===== config.mk =====
export PLATFORM = sky130hd
export DESIGN_NAME = accel_init_loader
export DESIGN_NICKNAME = d
export VERILOG_FILES = /design/src/rtl/accel_pkg.sv /design/src/rtl/accel_loader_fsm.sv /design/src/rtl/accel_init_loader.sv
export SDC_FILE = /design/constraint.sdc
export NUM_CORES = 1
export LEC_CHECK = 0
export CAP_MARGIN = 10
export CORE_ASPECT_RATIO = 0.6
export CORE_UTILIZATION = 35
export DETAILED_ROUTE_END_ITERATION = 12
export GPL_TIMING_DRIVEN = 0
export SLEW_MARGIN = 20
export SYNTH_ARGS = -nofsm -noshare
export SYNTH_HDL_FRONTEND = slang
export SYNTH_HIERARCHICAL = 1
export SYNTH_SLANG_ARGS = --single-unit

===== constraint.sdc =====
create_clock -name clk -period 3.2 [get_ports clk]
set_input_delay 0.32 -clock clk [delete_from_list [all_inputs] [get_ports clk]]
set_output_delay 0.32 -clock clk [all_outputs]
set_load 0.01 [all_outputs]

===== src/rtl/accel_pkg.sv =====
// ============================================================================
//  Module      : accel_pkg
//  Description : Shared types and constants for the accelerator init loader.
//  Revision    : 1.0  initial release
// ============================================================================
`default_nettype none

package accel_pkg;

   localparam int ACC_AW      = 12;
   localparam int ACC_DEPTH   = 4096;
   localparam int ST_W        = 18;
   localparam int IR_W        = 32;

   // Record-count field inside the header word.
   localparam int HDR_CNT_MSB = 12;
   localparam int HDR_CNT_LSB = 0;
   localparam int HDR_CNT_W   = HDR_CNT_MSB - HDR_CNT_LSB + 1;

   typedef enum logic [2:0] {
      S_IDLE    = 3'd0,
      S_LOAD_IR = 3'd1,
      S_LOAD_ST = 3'd2,
      S_CHECK   = 3'd3,
      S_ARM     = 3'd4,
      S_RUN     = 3'd5,
      S_DRAIN   = 3'd6
   } loader_state_e;

endpackage

`default_nettype wire


===== src/rtl/accel_loader_fsm.sv =====
// ============================================================================
//  Module      : accel_loader_fsm
//  Description : Frame parser for the init loader. Owns the state register,
//                the address counter, the remaining-record counter and the
//                running checksum. Emits single-cycle write requests that the
//                top level registers onto the regfile ports.
//  Config      : ACCEL_LOADER_CHECKSUM_EN enables the trailer checksum word.
//  Revision    : 1.0  initial release
// ============================================================================
`default_nettype none

module accel_loader_fsm
   import accel_pkg::*;
#(
   parameter int DEPTH = ACC_DEPTH,
   parameter int AW    = ACC_AW
) (
   input  logic            clk,
   input  logic            rst,
   input  logic            i_valid,
   input  logic [IR_W-1:0] i_data,
   input  logic            i_last,
   input  logic            i_acc_done,
   output logic            o_ready,
   output loader_state_e   o_state,
   output logic            o_ir_wr,
   output logic            o_st_wr,
   output logic [AW-1:0]   o_addr,
   output logic            o_err_set,
   output logic            o_err_clr
);

   localparam logic [AW:0] c_rem_one = (AW+1)'(1);

   loader_state_e          r_state;
   loader_state_e          w_state_n;
   logic [AW-1:0]          r_cnt;
   logic [AW-1:0]          w_cnt_n;
   logic [AW:0]            r_rem;
   logic [AW:0]            w_rem_n;
   logic                   w_accept;
   logic [HDR_CNT_W-1:0]   w_hdr_n;
   logic                   w_hdr_ok;
   logic                   w_final_rec;

`ifdef ACCEL_LOADER_CHECKSUM_EN
   logic [IR_W-1:0]        r_csum;
   logic [IR_W-1:0]        w_csum_n;
   logic [IR_W-1:0]        w_st_ext;
   assign w_st_ext = {{(IR_W-ST_W){1'b0}}, i_data[ST_W-1:0]};
`else
   // Without the checksum only the header count field is inspected here.
   logic                   w_unused_hi;
   assign w_unused_hi = ^i_data[IR_W-1:HDR_CNT_W];
`endif

   // The stream is stalled only while a run is being armed or executed.
   assign o_ready     = (r_state != S_ARM) && (r_state != S_RUN);
   assign w_accept    = i_valid && o_ready;
   assign w_hdr_n     = i_data[HDR_CNT_MSB:HDR_CNT_LSB];
   assign w_hdr_ok    = (w_hdr_n != '0) && (32'(w_hdr_n) <= 32'(DEPTH));
   assign w_final_rec = (r_rem == c_rem_one);
   assign o_state     = r_state;
   assign o_addr      = r_cnt;

   // State, counter and checksum registers.
   always_ff @(posedge clk) begin
      if (rst) begin
         r_state <= S_IDLE;
         r_cnt   <= '0;
         r_rem   <= '0;
`ifdef ACCEL_LOADER_CHECKSUM_EN
         r_csum  <= '0;
`endif
      end else begin
         r_state <= w_state_n;
         r_cnt   <= w_cnt_n;
         r_rem   <= w_rem_n;
`ifdef ACCEL_LOADER_CHECKSUM_EN
         r_csum  <= w_csum_n;
`endif
      end
   end

   // Next-state, counter updates and write/error requests.
   always_comb begin
      w_state_n = r_state;
      w_cnt_n   = r_cnt;
      w_rem_n   = r_rem;
      o_ir_wr   = 1'b0;
      o_st_wr   = 1'b0;
      o_err_set = 1'b0;
      o_err_clr = 1'b0;
`ifdef ACCEL_LOADER_CHECKSUM_EN
      w_csum_n  = r_csum;
`endif
      case (r_state)
         S_IDLE: begin
            if (w_accept) begin
               w_cnt_n  = '0;
`ifdef ACCEL_LOADER_CHECKSUM_EN
               w_csum_n = '0;
`endif
               if (!w_hdr_ok) begin
                  o_err_set = 1'b1;
                  w_state_n = i_last ? S_IDLE : S_DRAIN;
               end else if (i_last) begin
                  // A valid header cannot also be the final word.
                  o_err_set = 1'b1;
               end else begin
                  o_err_clr = 1'b1;
                  w_rem_n   = (AW+1)'(w_hdr_n);
                  w_state_n = S_LOAD_IR;
               end
            end
         end
         S_LOAD_IR: begin
            if (w_accept) begin
               if (i_last) begin
                  o_err_set = 1'b1;
                  w_state_n = S_IDLE;
               end else begin
                  o_ir_wr   = 1'b1;
`ifdef ACCEL_LOADER_CHECKSUM_EN
                  w_csum_n  = r_csum ^ i_data;
`endif
                  w_state_n = S_LOAD_ST;
               end
            end
         end
         S_LOAD_ST: begin
            if (w_accept) begin
`ifdef ACCEL_LOADER_CHECKSUM_EN
               if (i_last) begin
                  o_err_set = 1'b1;
                  w_state_n = S_IDLE;
               end else begin
                  o_st_wr  = 1'b1;
                  w_csum_n = r_csum ^ w_st_ext;
                  if (w_final_rec) begin
                     w_state_n = S_CHECK;
                  end else begin
                     w_cnt_n   = r_cnt + 1'b1;
                     w_rem_n   = r_rem - 1'b1;
                     w_state_n = S_LOAD_IR;
                  end
               end
`else
               if (w_final_rec) begin
                  // The final record is written even if in_last is missing.
                  o_st_wr   = 1'b1;
                  o_err_set = !i_last;
                  w_state_n = i_last ? S_ARM : S_DRAIN;
               end else if (i_last) begin
                  o_err_set = 1'b1;
                  w_state_n = S_IDLE;
               end else begin
                  o_st_wr   = 1'b1;
                  w_cnt_n   = r_cnt + 1'b1;
                  w_rem_n   = r_rem - 1'b1;
                  w_state_n = S_LOAD_IR;
               end
`endif
            end
         end
`ifdef ACCEL_LOADER_CHECKSUM_EN
         S_CHECK: begin
            if (w_accept) begin
               if (!i_last) begin
                  o_err_set = 1'b1;
                  w_state_n = S_DRAIN;
               end else if (i_data == r_csum) begin
                  w_state_n = S_ARM;
               end else begin
                  o_err_set = 1'b1;
                  w_state_n = S_IDLE;
               end
            end
         end
`endif
         S_ARM: begin
            w_state_n = S_RUN;
         end
         S_RUN: begin
            if (i_acc_done) begin
               w_state_n = S_IDLE;
            end
         end
         S_DRAIN: begin
            if (w_accept && i_last) begin
               w_state_n = S_IDLE;
            end
         end
         default: begin
            w_state_n = S_IDLE;
         end
      endcase
   end

endmodule

`default_nettype wire


===== src/rtl/accel_init_loader.sv =====
// ============================================================================
//  Module      : accel_init_loader
//  Description : Upstream loader for accelerator_top. Unpacks a valid/ready
//                word stream into sequential InexRecur/state regfile writes,
//                then requests a run and holds is_start until done.
//  Config      : ACCEL_LOADER_CHECKSUM_EN adds a trailer XOR checksum word.
//  Revision    : 1.0  initial release
// ============================================================================
`default_nettype none

module accel_init_loader
   import accel_pkg::*;
#(
   parameter int DEPTH = ACC_DEPTH,
   parameter int AW    = ACC_AW
) (
   input  logic            clk,
   input  logic            rst,
   input  logic            in_valid,
   output logic            in_ready,
   input  logic [IR_W-1:0] in_data,
   input  logic            in_last,
   input  logic            acc_done_i,
   output logic            ir_we_o,
   output logic [AW-1:0]   ir_addr_o,
   output logic [IR_W-1:0] ir_data_o,
   output logic            st_we_o,
   output logic [AW-1:0]   st_addr_o,
   output logic [ST_W-1:0] st_data_o,
   output logic            is_start_o,
   output logic            busy_o,
   output logic            err_o
);

   loader_state_e   w_state;
   logic            w_ir_wr;
   logic            w_st_wr;
   logic [AW-1:0]   w_addr;
   logic            w_err_set;
   logic            w_err_clr;

   logic            r_ir_we;
   logic [AW-1:0]   r_ir_addr;
   logic [IR_W-1:0] r_ir_data;
   logic            r_st_we;
   logic [AW-1:0]   r_st_addr;
   logic [ST_W-1:0] r_st_data;
   logic            r_is_start;
   logic            r_err;

   accel_loader_fsm #(
      .DEPTH (DEPTH),
      .AW    (AW)
   ) u_fsm (
      .clk        (clk),
      .rst        (rst),
      .i_valid    (in_valid),
      .i_data     (in_data),
      .i_last     (in_last),
      .i_acc_done (acc_done_i),
      .o_ready    (in_ready),
      .o_state    (w_state),
      .o_ir_wr    (w_ir_wr),
      .o_st_wr    (w_st_wr),
      .o_addr     (w_addr),
      .o_err_set  (w_err_set),
      .o_err_clr  (w_err_clr)
   );

   // Registered write ports, run request and sticky error. is_start follows
   // RUN one cycle late so it never overlaps the final state-port write.
   always_ff @(posedge clk) begin
      if (rst) begin
         r_ir_we    <= 1'b0;
         r_ir_addr  <= '0;
         r_ir_data  <= '0;
         r_st_we    <= 1'b0;
         r_st_addr  <= '0;
         r_st_data  <= '0;
         r_is_start <= 1'b0;
         r_err      <= 1'b0;
      end else begin
         r_ir_we    <= w_ir_wr;
         r_st_we    <= w_st_wr;
         if (w_ir_wr) begin
            r_ir_addr <= w_addr;
            r_ir_data <= in_data;
         end
         if (w_st_wr) begin
            r_st_addr <= w_addr;
            r_st_data <= in_data[ST_W-1:0];
         end
         r_is_start <= (w_state == S_RUN) && !acc_done_i;
         if (w_err_set) begin
            r_err <= 1'b1;
         end else if (w_err_clr) begin
            r_err <= 1'b0;
         end
      end
   end

   assign ir_we_o    = r_ir_we;
   assign ir_addr_o  = r_ir_addr;
   assign ir_data_o  = r_ir_data;
   assign st_we_o    = r_st_we;
   assign st_addr_o  = r_st_addr;
   assign st_data_o  = r_st_data;
   assign is_start_o = r_is_start;
   assign err_o      = r_err;
   assign busy_o     = (w_state != S_IDLE);

endmodule

`default_nettype wire


# --- After elaboration in Yosys (flattened, before gate mapping) ---
# Index checks and enable logic that the tools add are counted.
# Widths: inputs -> output; s select.
totals:
  ff_bits: 106
  inputBits: 37
  output_inout_bits: 80
classes:
  n_addsub: 2
  magnitude_cmp: 1
  n_eq_ne: 18
  muxes: 43
  reduce_logical: 15
op_table:
  columns: ["cell", "n"]
  rows:
  - ["$mux 13", 6]
  - ["$mux 12", 4]
  - ["$mux 3", 9]
  - ["$pmux 13 s2", 1]
  - ["$pmux 12 s2", 1]
  - ["$mux 1", 18]
  - ["$pmux 3 s6", 1]
  - ["$eq 13x1->1 const B", 1]
  - ["$le 13x13->1 const B", 1]
  - ["$reduce_bool 13->1", 1]
  - ["$sub 13x1->13 const B", 1]
  - ["$add 12x1->12 const B", 1]
  - ["$ne 2x1->1 const B", 5]
  - ["$eq 3x3->1 const B", 3]
  - ["$ne 3x3->1 const B", 3]
  - ["$ne 2x2->1 const B", 4]
  - ["$reduce_and 7->1", 1]
  - ["$reduce_and 6->1", 1]
  - ["$logic_and 1x1->1", 5]
  - ["$reduce_and 5->1", 1]
  - ["$mux 2", 2]
  - ["$reduce_bool 2->1", 2]
  - ["$eq 3x1->1 const B", 1]
  - ["$eq 3x2->1 const B", 1]
  - ["4 further kinds", 5]

# --- Logic depth before layout (Yosys ltp) ---
# Gate-level depths: netlist of run 1.
depth:
  word_depth: 7
  depth_mapped: 12
  depth_no_buf: 11

# --- Hierarchy ---
# Netlist of run 1, hierarchy kept.
modules_own_cells:
  columns: ["mod", "n_inst", "cells_each", "area_per_inst_um2"]
  rows:
  - ["accel_init_loader", 1, 252, 2803.9]
  - ["accel_loader_fsm", 1, 231, 1876.8]

# --- Worst setup path after synthesis of run 1 ---
# No wires, ideal clock.
synth_timing:
  kind: "register to register"
  from: "register u_fsm.r_rem[6]"
  to: "register r_st_addr[0], in the netlist st_addr_o[0]"
  setup_time_ps: 128
  t_arrival_ps: 2544
  setup_slack_ps: 528
  stages_incl_launch_ff: 10
  period_less_slack_ps: 2672
  cell_sequence: "dfxtp_1 or4_4 or4_4 buf_6 ha_1 nor4b_1 buf_4 buf_6 mux2i_1 nor2_1"
synth_via:
  elab_chain_len: 4
synth_lines:
  columns: ["item", "line_no", "rtl"]
  rows:
  - ["start, declared", "accel_loader_fsm.sv:39", "logic [AW:0] r_rem;"]
  - ["start signal, assigned", "accel_loader_fsm.sv:78", "r_rem <= w_rem_n;"]
  - ["$eq 13x1->1", "accel_loader_fsm.sv:62", "assign w_final_rec = (r_rem == c_rem_one);"]
  - ["$mux 1", "accel_loader_fsm.sv:149", "if (w_final_rec) begin"]
  - ["$mux 1", "accel_loader_fsm.sv:132", "if (w_accept) begin"]
  - ["$mux 1", "accel_loader_fsm.sv:97", "case (r_state)"]
  - ["net w_st_wr", "accel_init_loader.sv:37", "logic w_st_wr;"]
  - ["end signal, assigned", "accel_init_loader.sv:90", "r_st_addr <= w_addr;"]
  - ["end, declared", "accel_init_loader.sv:46", "logic [AW-1:0] r_st_addr;"]
# The timed path passes the listed nets, and every way through them passes these cells.
# A chain may end at the register's enable or synchronous reset.

# --- Final worst setup path of run 1 ---
layout_timing:
  from: "register u_fsm.r_rem[6]"
  to: "register r_st_data[6], in the netlist st_data_o[6]"
layout_via:
  elab_chain_len: 4
layout_lines:
  columns: ["item", "line_no", "rtl"]
  rows:
  - ["$eq 13x1->1", "accel_loader_fsm.sv:62", null]
  - ["$mux 1", "accel_loader_fsm.sv:149", null]
  - ["$mux 1", "accel_loader_fsm.sv:132", null]
  - ["$mux 1", "accel_loader_fsm.sv:97", null]
  - ["net w_st_wr", "accel_init_loader.sv:37", null]
  - ["end signal, assigned", "accel_init_loader.sv:91", "r_st_data <= in_data[ST_W-1:0];"]
  - ["end, declared", "accel_init_loader.sv:47", "logic [ST_W-1:0] r_st_data;"]
# The timed path passes the listed nets, and every way through them passes these cells.

==> results.sh, run 1 <==
export IMPL_status="complete, no violations"
export IMPL_overflow=0
export IMPL_dr_total_vias=4156
export IMPL_yosysUniqueCellTypes=54
export IMPL_clock_latency_ns=0.35
export IMPL_tightest_slew_ns=1.03
export IMPL_peakVddDrop_mv=0.311
export IMPL_antenna_found_initial=0
export IMPL_drtIter0Drc=268
export IMPL_synth_seq_area_share=0.453
export IMPL_dp_hpwl_mm=10.0
export IMPL_reg2reg_slack_ns=0.21
export IMPL_clock_sinks=106
export IMPL_routed_wl_mm=13.9
export IMPL_rr_endpoint="st_data_o[6]$_SDFFE_PP0P_"
export IMPL_hold_end="err_o$_SDFFE_PP0P_"
export IMPL_post_route_drc_count=0
export IMPL_r2r_start="u_fsm/r_rem[6]$_SDFFE_PP0P_"
export IMPL_slew_headroom=0.306
export IMPL_syn_area_per_cell_um2=9.69
export IMPL_cts_tree="done"
export IMPL_finalHoldViolations=0
export IMPL_synth_ff_type="dfxtp_1"
export IMPL_detail_route_antenna_nets=0
export IMPL_area_growth_pct=36.1
export IMPL_drive_gt1_frac=0.0797
export IMPL_cts_root_buf="clkbuf_16"
export IMPL_dp_slack_ns=-0.0232
export IMPL_core_um2=12900
export IMPL_layout_common_cells="116 x clkdlybuf4s50_1, 106 x dfxtp_1, 91 x nor2_1, 74 x mux2i_1, 27 x a21oi_1"
export IMPL_hold_ws_ns=0.485
export IMPL_worst_r2r_path_depth=9
export IMPL_pin_count=117
export IMPL_clock_path_buffers=2
export IMPL_period_share=0.935
export IMPL_numCtsBuffers=9
export IMPL_min_from="err_o$_SDFFE_PP0P_"
export IMPL_critical_path_class="flop to flop"
export IMPL_nets=653
export IMPL_cts_clk_slew_worst_paths_ns=0.08
export IMPL_skew_ns=0.00813
export IMPL_die_w_um=151
export IMPL_grt_pass1_wl_mm=21.6
export IMPL_p_leak_nw=2.21
export IMPL_crit_arrival_ns=3.21
export IMPL_crit_fanout=10
export IMPL_setup_viol=0
export IMPL_hp_class="flop to flop"
export IMPL_required_ns=3.42
export IMPL_place_congestion=0.882
export IMPL_whs_path_depth=2
export IMPL_fin_ws_ns=0.209
export IMPL_max_freq_mhz=334
export IMPL_cts_setup_buffers=0
export IMPL_syn_num_nets=526
export IMPL_dieArea_um2=13900
export IMPL_grt_pass1_vias=3926
export IMPL_rsz0062_at_grt="false"
export IMPL_drv_slew=0
export IMPL_wl_per_cell_um=17.7
export IMPL_h_tree_depth=3
export IMPL_synth_seq_cells=106
export IMPL_dieHeight_um=91.6
export IMPL_antenna_cells=0
export IMPL_start_kind="flop"
export IMPL_endpoint_kind="flop"
export IMPL_netlist_instances=483
export IMPL_grt_max_degree=21
export IMPL_portBuffers=116
export IMPL_min_period_ns=2.99
export IMPL_dr_pass1_iters=4
export IMPL_p_per_area_nw_per_um2=559
export IMPL_netlist_area_um2=4680
export IMPL_fp_row_count=32
export IMPL_async_flop_share=0
export IMPL_via_per_inst=5.29
export IMPL_start_util=0.362
export IMPL_ys_warn_count=6
export IMPL_grt_use_total=0.205
export IMPL_synth_edf_count=0
export IMPL_layout_commonest_cell="clkdlybuf4s50_1"
export IMPL_maxCapViolations=0
## how the worst max path moves through the flow
stage | from | to | slack [ns] | depth (start not counted)
floorplan | u_fsm/r_rem[6]$_SDFFE_PP0P_ | st_addr_o[0]$_SDFFE_PP0P_ | 0.53 | 9
global placement | in_data[8] | u_fsm/r_rem[4]$_SDFFE_PP0P_ | 0.01 | 6
detailed placement | in_data[8] | u_fsm/r_rem[4]$_SDFFE_PP0P_ | -0.02 | 6
CTS | u_fsm/r_rem[6]$_SDFFE_PP0P_ | st_data_o[6]$_SDFFE_PP0P_ | 0.04 | 9
global route | u_fsm/r_rem[1]$_SDFFE_PP0P_ | st_data_o[5]$_SDFFE_PP0P_ | 0.07 | 11
finish | u_fsm/r_rem[6]$_SDFFE_PP0P_ | st_data_o[6]$_SDFFE_PP0P_ | 0.21 | 9
## through the flow
step	std cells	util	TNS, ns	cell area [µm²]	power, mW
detailed placement	769	0.468	-0.0232	6050	2.45
global route	785	0.493	0	6370	3.73
CTS	785	0.492	0	6360	3.57
global placement	769	0.468	0	6050	2.44
floorplan	483	-	0	4680	2.12
finish	785	0.493	0	6370	3.56
## layer usage
metal / share of wire / vias up / wire length [µm] / global-route usage
met5: 0 / - / 0 / 0
met4: 0.0058 / 0 / 81 / 0.0433
met3: 0.11 / 6 / 1560 / 0.0910
met2: 0.39 / 182 / 5440 / 0.271
met1: 0.49 / 1974 / 6790 / 0.299
li1: - / 1994 / - / -
## report_power, final
part	total (mW)	switching [mW]	leakage, nW	internal [mW]
Clock	1.11	0.555	0.143	0.552
Sequential	1.47	0.0767	0.857	1.40
Combinational	0.985	0.579	1.21	0.406
Total	3.56	1.21	2.21	2.35
## cells by family (layout without fill, tap and decap cells)
family                     count (synthesis)  in the layout  share of synthesized area
muxes                                     74             74                      0.158
DFF                                      106            106                      0.453
buffers and inverters                     42            174                     0.0617
adders and majority gates                  6              6                     0.0160
AOI/OAI and AO/OA                         89             89                      0.136
and+or+nand+nor                          165            165                      0.170
xor gates and xnor gates                   1              1                    0.00481
## synth_stat cells, types with 3 or more instances
| cell | instances | area share |
|---|---|---|
| o311ai_1 | 3 | 0.0056 |
| nand2_1 | 13 | 0.010 |
| a311oi_1 | 3 | 0.0056 |
| a21oi_1 | 27 | 0.029 |
| nor4_1 | 4 | 0.0053 |
| or3_1 | 5 | 0.0067 |
| buf_6 | 6 | 0.014 |
| clkbuf_1 | 10 | 0.0080 |
| o31ai_1 | 14 | 0.022 |
| ha_1 | 6 | 0.016 |
| buf_12 | 4 | 0.017 |
| buf_2 | 5 | 0.0053 |
| mux2i_1 | 74 | 0.16 |
| and3_1 | 5 | 0.0067 |
| dfxtp_1 | 106 | 0.45 |
| buf_4 | 4 | 0.0064 |
| nor2_1 | 91 | 0.073 |
| nand2b_1 | 4 | 0.0053 |
| or4_1 | 6 | 0.0096 |
| nor3b_1 | 3 | 0.0048 |
| inv_1 | 11 | 0.0088 |
| nor3_1 | 10 | 0.011 |
| nand3_1 | 9 | 0.0096 |
| o311ai_0 | 5 | 0.0094 |
| a211oi_1 | 6 | 0.0096 |
| o21ai_0 | 7 | 0.0075 |
| a31oi_1 | 6 | 0.0080 |
## worst max-delay path, cell delays in order, from the launching register on
cell	delay (ns)
dfxtp_1	0.37
or4_4	0.60
or4_4	0.53
buf_6	0.15
ha_1	0.21
nor4b_4	0.33
buf_4	0.21
buf_6	0.19
mux2i_1	0.21
nor2_1	0.05
## final cells by class
type,instances,area (µm²)
fillers,1213,6560
multi-input cells,335,2280
flip-flops and latches,106,2120
repair buffers,116,1160
plain buffers,30,244
clock buffers,9,225
well taps,170,213
clock inverters,7,77.6
inverters,12,45.0
## state kept, by name, indices dropped and copies added, names as in the netlist
register	count
st_we_o	1
ir_we_o	1
err_o	1
st_addr_o	12
u_fsm/o_state	3
st_data_o	18
u_fsm/r_rem	13
u_fsm/o_addr	12
is_start_o	1
ir_data_o	32
ir_addr_o	12
## what timing repair did
item | CTS | global route
hold buffers | 0 | 0
gates resized for setup | 0 | 2
setup endpoints to repair | 0 | 29
hold endpoints to repair | 0 | 0
Note: power is estimated with default switching activity, not from simulation.
==> run 2, diff against run 1 <==
Settings changed: CORE_UTILIZATION 35 to 39, PLACE_DENSITY set to 0.73, TNS_END_PERCENT set to 10.
==> run 2 against run 1 <==
  * Via count is 0.79% higher
  * Count of clock-buffer cells in the layout unchanged
  * Utilization increased by 6.0 points
  * Sequential power hardly changed
  * Die area shrank 10%
  * Clock skew rose by 0.0024 ns
  * Routed wire length is 3.7% lower
==> results.sh, run 2 (synthesis gave the netlist of run 1 again) <==
export IMPL_status="complete, no violations"
export IMPL_hp_class="flop to flop"
export IMPL_required_ns=3.43
export IMPL_grt_pass1_wl_mm=21.6
export IMPL_grt_max_degree=21
export IMPL_layout_commonest_cell="clkdlybuf4s50_1"
export IMPL_maxCapViolations=0
export IMPL_critPathBufInv=3
export IMPL_p_leak_nw=2.20
export IMPL_drive_gt1_frac=0.0797
export IMPL_setup_viol=0
export IMPL_routed_wl_mm=13.4
export IMPL_seqPwrFrac=0.417
export IMPL_grt_use_total=0.227
export IMPL_antenna_cells=0
export IMPL_pin_count=117
export IMPL_dieArea_um2=12500
export IMPL_register_area_um2=2120
export IMPL_tns_ns=0
export IMPL_clock_latency_ns=0.36
export IMPL_cts_tree="done"
export IMPL_cp_depth=9
export IMPL_detail_route_antenna_nets=0
export IMPL_dieHeight_um=86.9
export IMPL_cts_root_buf="clkbuf_16"
export IMPL_tightest_slew_ns=0.965
export IMPL_path_cells="or4_4, or4_4, buf_6, ha_1, nor4b_2, buf_4, buf_6, mux2i_1, nor2_1"
export IMPL_clock_path_buffers=2
export IMPL_fillers=1054
export IMPL_area_growth_pct=35.6
export IMPL_clock_sinks=106
export IMPL_clkPwrFrac=0.310
export IMPL_layout_common_cells="116 x clkdlybuf4s50_1, 106 x dfxtp_1, 91 x nor2_1, 74 x mux2i_1, 27 x a21oi_1"
export IMPL_p_per_area_nw_per_um2=558
export IMPL_core_um2=11500
export IMPL_die_w_um=143
export IMPL_dr_pass1_iters=5
export IMPL_drv_slew=0
export IMPL_endpoint_kind="flop"
export IMPL_pwr_share_comb=0.273
export IMPL_period_share=0.944
export IMPL_fp_row_count=30
export IMPL_largest_reg_flops=32
export IMPL_post_route_drc_count=0
export IMPL_dr_total_vias=4189
export IMPL_crit_fanout=10
export IMPL_hold_ws_ns=0.487
export IMPL_overflow=0
export IMPL_max_freq_mhz=331
export IMPL_start_kind="flop"
export IMPL_nets=653
export IMPL_h_tree_depth=3
export IMPL_drtIter0Drc=337
export IMPL_rsz0062_at_grt="false"
export IMPL_dp_hpwl_mm=9.90
export IMPL_worst_r2r_path_depth=9
export IMPL_peakVddDrop_mv=0.377
export IMPL_multi_input_area_um2=2280
export IMPL_numCtsBuffers=9
export IMPL_place_congestion=0.867
export IMPL_switching_power_mw=1.19
export IMPL_cp_top_family="simple AND/OR/NAND/NOR gates"
export IMPL_portBuffers=116
export IMPL_p_sw_frac=0.336
export IMPL_grt_pass1_vias=4144
export IMPL_via_per_inst=5.41
export IMPL_antenna_found_initial=0
export IMPL_finalHoldViolations=0
export IMPL_internal_power_mw=2.35
export IMPL_cts_clk_slew_worst_paths_ns=0.07
export IMPL_crit_arrival_ns=3.25
export IMPL_min_period_ns=3.02
export IMPL_cpPeakStageDelay_ns=0.60
export IMPL_power_mw=3.54
export IMPL_critical_path_class="flop to flop"
export IMPL_cp_slowest_cell="or4_4"
export IMPL_utilization=0.553
export IMPL_cts_setup_buffers=0
export IMPL_whs_path_depth=2
export IMPL_wl_per_cell_um=17.2
export IMPL_slew_headroom=0.352
export IMPL_start_util=0.408
export IMPL_skew_ns=0.0106
==> run 2: cell types whose count changed in the layout (fill, tap and decap cells not counted), sizes merged <==
cell and change:
clkinv -1, inv +1
==> run 2: final timing paths <==
check	startpoint	endpoint	slack, ns
worst min register to register	err_o$_SDFFE_PP0P_	err_o$_SDFFE_PP0P_	0.49
worst min-delay path	err_o$_SDFFE_PP0P_	err_o$_SDFFE_PP0P_	0.49
worst max register to register	u_fsm/r_rem[6]$_SDFFE_PP0P_	st_addr_o[8]$_SDFFE_PP0P_	0.18
worst max-delay path	u_fsm/r_rem[6]$_SDFFE_PP0P_	st_addr_o[8]$_SDFFE_PP0P_	0.18
==> run 2: worst min-delay path, delay by kind of cell (launching register included) <==
kind / cells / cell delay, ns
DFF: 1 / 0.32
and+or+nand+nor: 1 / 0.06
AOI/OAI and AO/OA: 1 / 0.06
==> run 2: layout make-up <==
| type | instances | area share |
|---|---|---|
| plain buffers | 30 | 0.0384 |
| inverters | 12 | 0.00709 |
| flip-flops and latches | 106 | 0.334 |
| clock inverters | 7 | 0.0118 |
| well taps | 160 | 0.0315 |
| multi-input cells | 335 | 0.358 |
| repair buffers | 116 | 0.183 |
| clock buffers | 9 | 0.0355 |
==> run 2: routing by layer <==
metal / GRT usage / vias to the layer above / share of wire
met5: 0 / - / 0
met4: 0.0716 / 0 / 0.0094
met3: 0.0830 / 12 / 0.10
met2: 0.319 / 187 / 0.41
met1: 0.319 / 1988 / 0.48
li1: - / 2002 / -
==> run 2: power groups by stage <==
stage	Combinational [mW]	Sequential, mW	Clock, mW
after floorplan	0.622	1.49	0
after global placement	0.930	1.50	0
after CTS	0.948	1.47	1.12
final	0.966	1.48	1.10
after global routing	1.06	1.48	1.18
after detailed placement	0.943	1.50	0
==> run 2: timing repair <==
item | 4_1_cts | 5_1_grt
resized for setup | 0 | 1
endpoints found under the setup margin | 0 | 29
hold buffers | 0 | 0
==> run 2: per-stage QoR <==
step                cell area, µm²  setup WS, ns  instances
floorplan                     4680         0.528        483
global placement              6040        0.0316        759
detailed placement            6040       0.00897        759
CTS                           6340       0.00205        775
global route                  6350        0.0752        775
finish                        6350         0.179        775
==> run 3, diff against run 2 <==
Settings changed: GPL_ROUTABILITY_DRIVEN set to 0.
==> run 3 against run 2 <==
  * Largest cell class unchanged
  * Sequential power about the same
  * Sequential cell count unchanged
  * Maximum frequency decreased by 1.3%
  * Highest routed layer unchanged
  * Worst hold slack got worse by 0.0081 ns
  * Via count increased by 0.19%
  * Cell count unchanged
  * First-iteration DRC count decreased by 25%
  * Die area unchanged
==> results.sh, run 3 (synthesis gave the netlist of run 1 again) <==
export IMPL_routed_wl_mm=13.5
export IMPL_dieArea_um2=12500
export IMPL_skew_ns=0.0107
export IMPL_drtIter0Drc=252
export IMPL_fillers=1045
export IMPL_setup_viol=0
export IMPL_status="complete, no violations"
export IMPL_crit_fanout=10
export IMPL_tns_ns=0
export IMPL_die_w_um=143
export IMPL_dp_hpwl_mm=9.78
export IMPL_numCtsBuffers=9
export IMPL_start_kind="flop"
export IMPL_max_freq_mhz=327
export IMPL_antenna_found_initial=0
export IMPL_dr_total_vias=4197
export IMPL_area_growth_pct=36.2
export IMPL_largest_reg_flops=32
export IMPL_drive_gt1_frac=0.0780
export IMPL_core_um2=11500
export IMPL_cts_root_buf="clkbuf_16"
export IMPL_cts_tree="done"
export IMPL_fp_row_count=30
export IMPL_hp_class="flop to flop"
export IMPL_reg2reg_slack_ns=0.14
export IMPL_dieHeight_um=86.9
export IMPL_cts_clk_slew_worst_paths_ns=0.07
export IMPL_slew_headroom=0.351
export IMPL_dr_pass1_iters=5
export IMPL_p_leak_nw=2.21
export IMPL_nets=653
export IMPL_dp_slack_ns=0.0404
export IMPL_grt_use_total=0.222
export IMPL_overflow=0
export IMPL_grt_pass1_wl_mm=21.2
export IMPL_grt_max_degree=19
export IMPL_endpoint_kind="flop"
export IMPL_grt_pass1_vias=4038
export IMPL_crit_arrival_ns=3.28
export IMPL_antenna_cells=0
export IMPL_p_per_area_nw_per_um2=574
export IMPL_drv_slew=0
export IMPL_wl_per_cell_um=17.5
export IMPL_pin_count=117
export IMPL_via_per_inst=5.42
export IMPL_cts_hold_buf=0
export IMPL_dp_cells=759
export IMPL_rsz0062_at_grt="false"
export IMPL_maxCapViolations=0
export IMPL_required_ns=3.42
export IMPL_finalHoldViolations=0
export IMPL_min_period_ns=3.06
export IMPL_fin_ws_ns=0.139
export IMPL_portBuffers=116
export IMPL_clock_latency_ns=0.35
export IMPL_utilization=0.555
export IMPL_h_tree_depth=3
export IMPL_tightest_slew_ns=0.966
export IMPL_finalNonFillerCells=775
export IMPL_design_area_um2=6370
export IMPL_layout_commonest_cell="clkdlybuf4s50_1"
export IMPL_post_route_drc_count=0
export IMPL_layout_common_cells="116 x clkdlybuf4s50_1, 106 x dfxtp_1, 91 x nor2_1, 74 x mux2i_1, 27 x a21oi_1"
export IMPL_clock_sinks=106
export IMPL_period_share=0.956
export IMPL_clock_path_buffers=2
export IMPL_start_util=0.408
export IMPL_critical_path_class="flop to flop"
export IMPL_peakVddDrop_mv=0.280
export IMPL_placed_area_um2=6040
export IMPL_detail_route_antenna_nets=0
-- run 3: changes by cell type in the layout (fill, tap and decap cells not counted), sizes merged --
cell / before / now
clkinv: 5 / 1
clkinvlp: 1 / 2
clkbuf: 19 / 20
bufinv: 0 / 2
-- run 3: critical path: stages, from the launching register on --
cell	delay (ns)
dfxtp_1	0.37
or4_4	0.60
or4_4	0.53
buf_6	0.15
ha_1	0.18
nor4b_2	0.40
buf_4	0.23
buf_6	0.18
mux2i_1	0.24
nor2_1	0.05
-- run 3: path summary, 6_finish.rpt --
kind	startpoint	end	cells past startpoint
setup / recovery	u_fsm/r_rem[6]$_SDFFE_PP0P_	st_data_o[8]$_SDFFE_PP0P_	9
setup reg to reg	u_fsm/r_rem[6]$_SDFFE_PP0P_	st_data_o[8]$_SDFFE_PP0P_	9
hold reg to reg	err_o$_SDFFE_PP0P_	err_o$_SDFFE_PP0P_	2
hold / removal	err_o$_SDFFE_PP0P_	err_o$_SDFFE_PP0P_	2
-- run 3: repair_timing --
item,4_1_cts,5_1_grt
buffers inserted,0,0
resized for setup,0,1
setup endpoints to repair,0,29
-- run 3: power by group --
group / internal [mW] / total, mW / switching [mW]
Sequential: 1.40 / 1.48 / 0.0808
Clock: 0.698 / 1.21 / 0.516
Combinational: 0.405 / 0.969 / 0.564
-- run 3: layer usage --
layer | GRT usage | up-vias | wire, µm
met5 | 0 | - | 0
met4 | 0.0532 | 0 | 126
met3 | 0.0819 | 20 | 1460
met2 | 0.320 | 211 | 5570
met1 | 0.311 | 1971 | 6400
li1 | - | 1995 | -
-- run 3: cell type report --
cell class	count	area, µm²	area share
clock inverters	6	97.6	0.0153
plain buffers	30	244	0.0383
clock buffers	10	229	0.0359
flip-flops and latches	106	2120	0.333
well taps	160	200	0.0314
multi-input cells	335	2280	0.357
repair buffers	116	1160	0.182
inverters	12	45.0	0.00707
-- run 3: per-stage QoR --
stage	hold slack [ns]	power, mW
detailed placement	0.472	2.44
floorplan	0.452	2.12
finish	0.479	3.66
global route	0.511	3.82
CTS	0.482	3.66
global placement	0.464	2.41
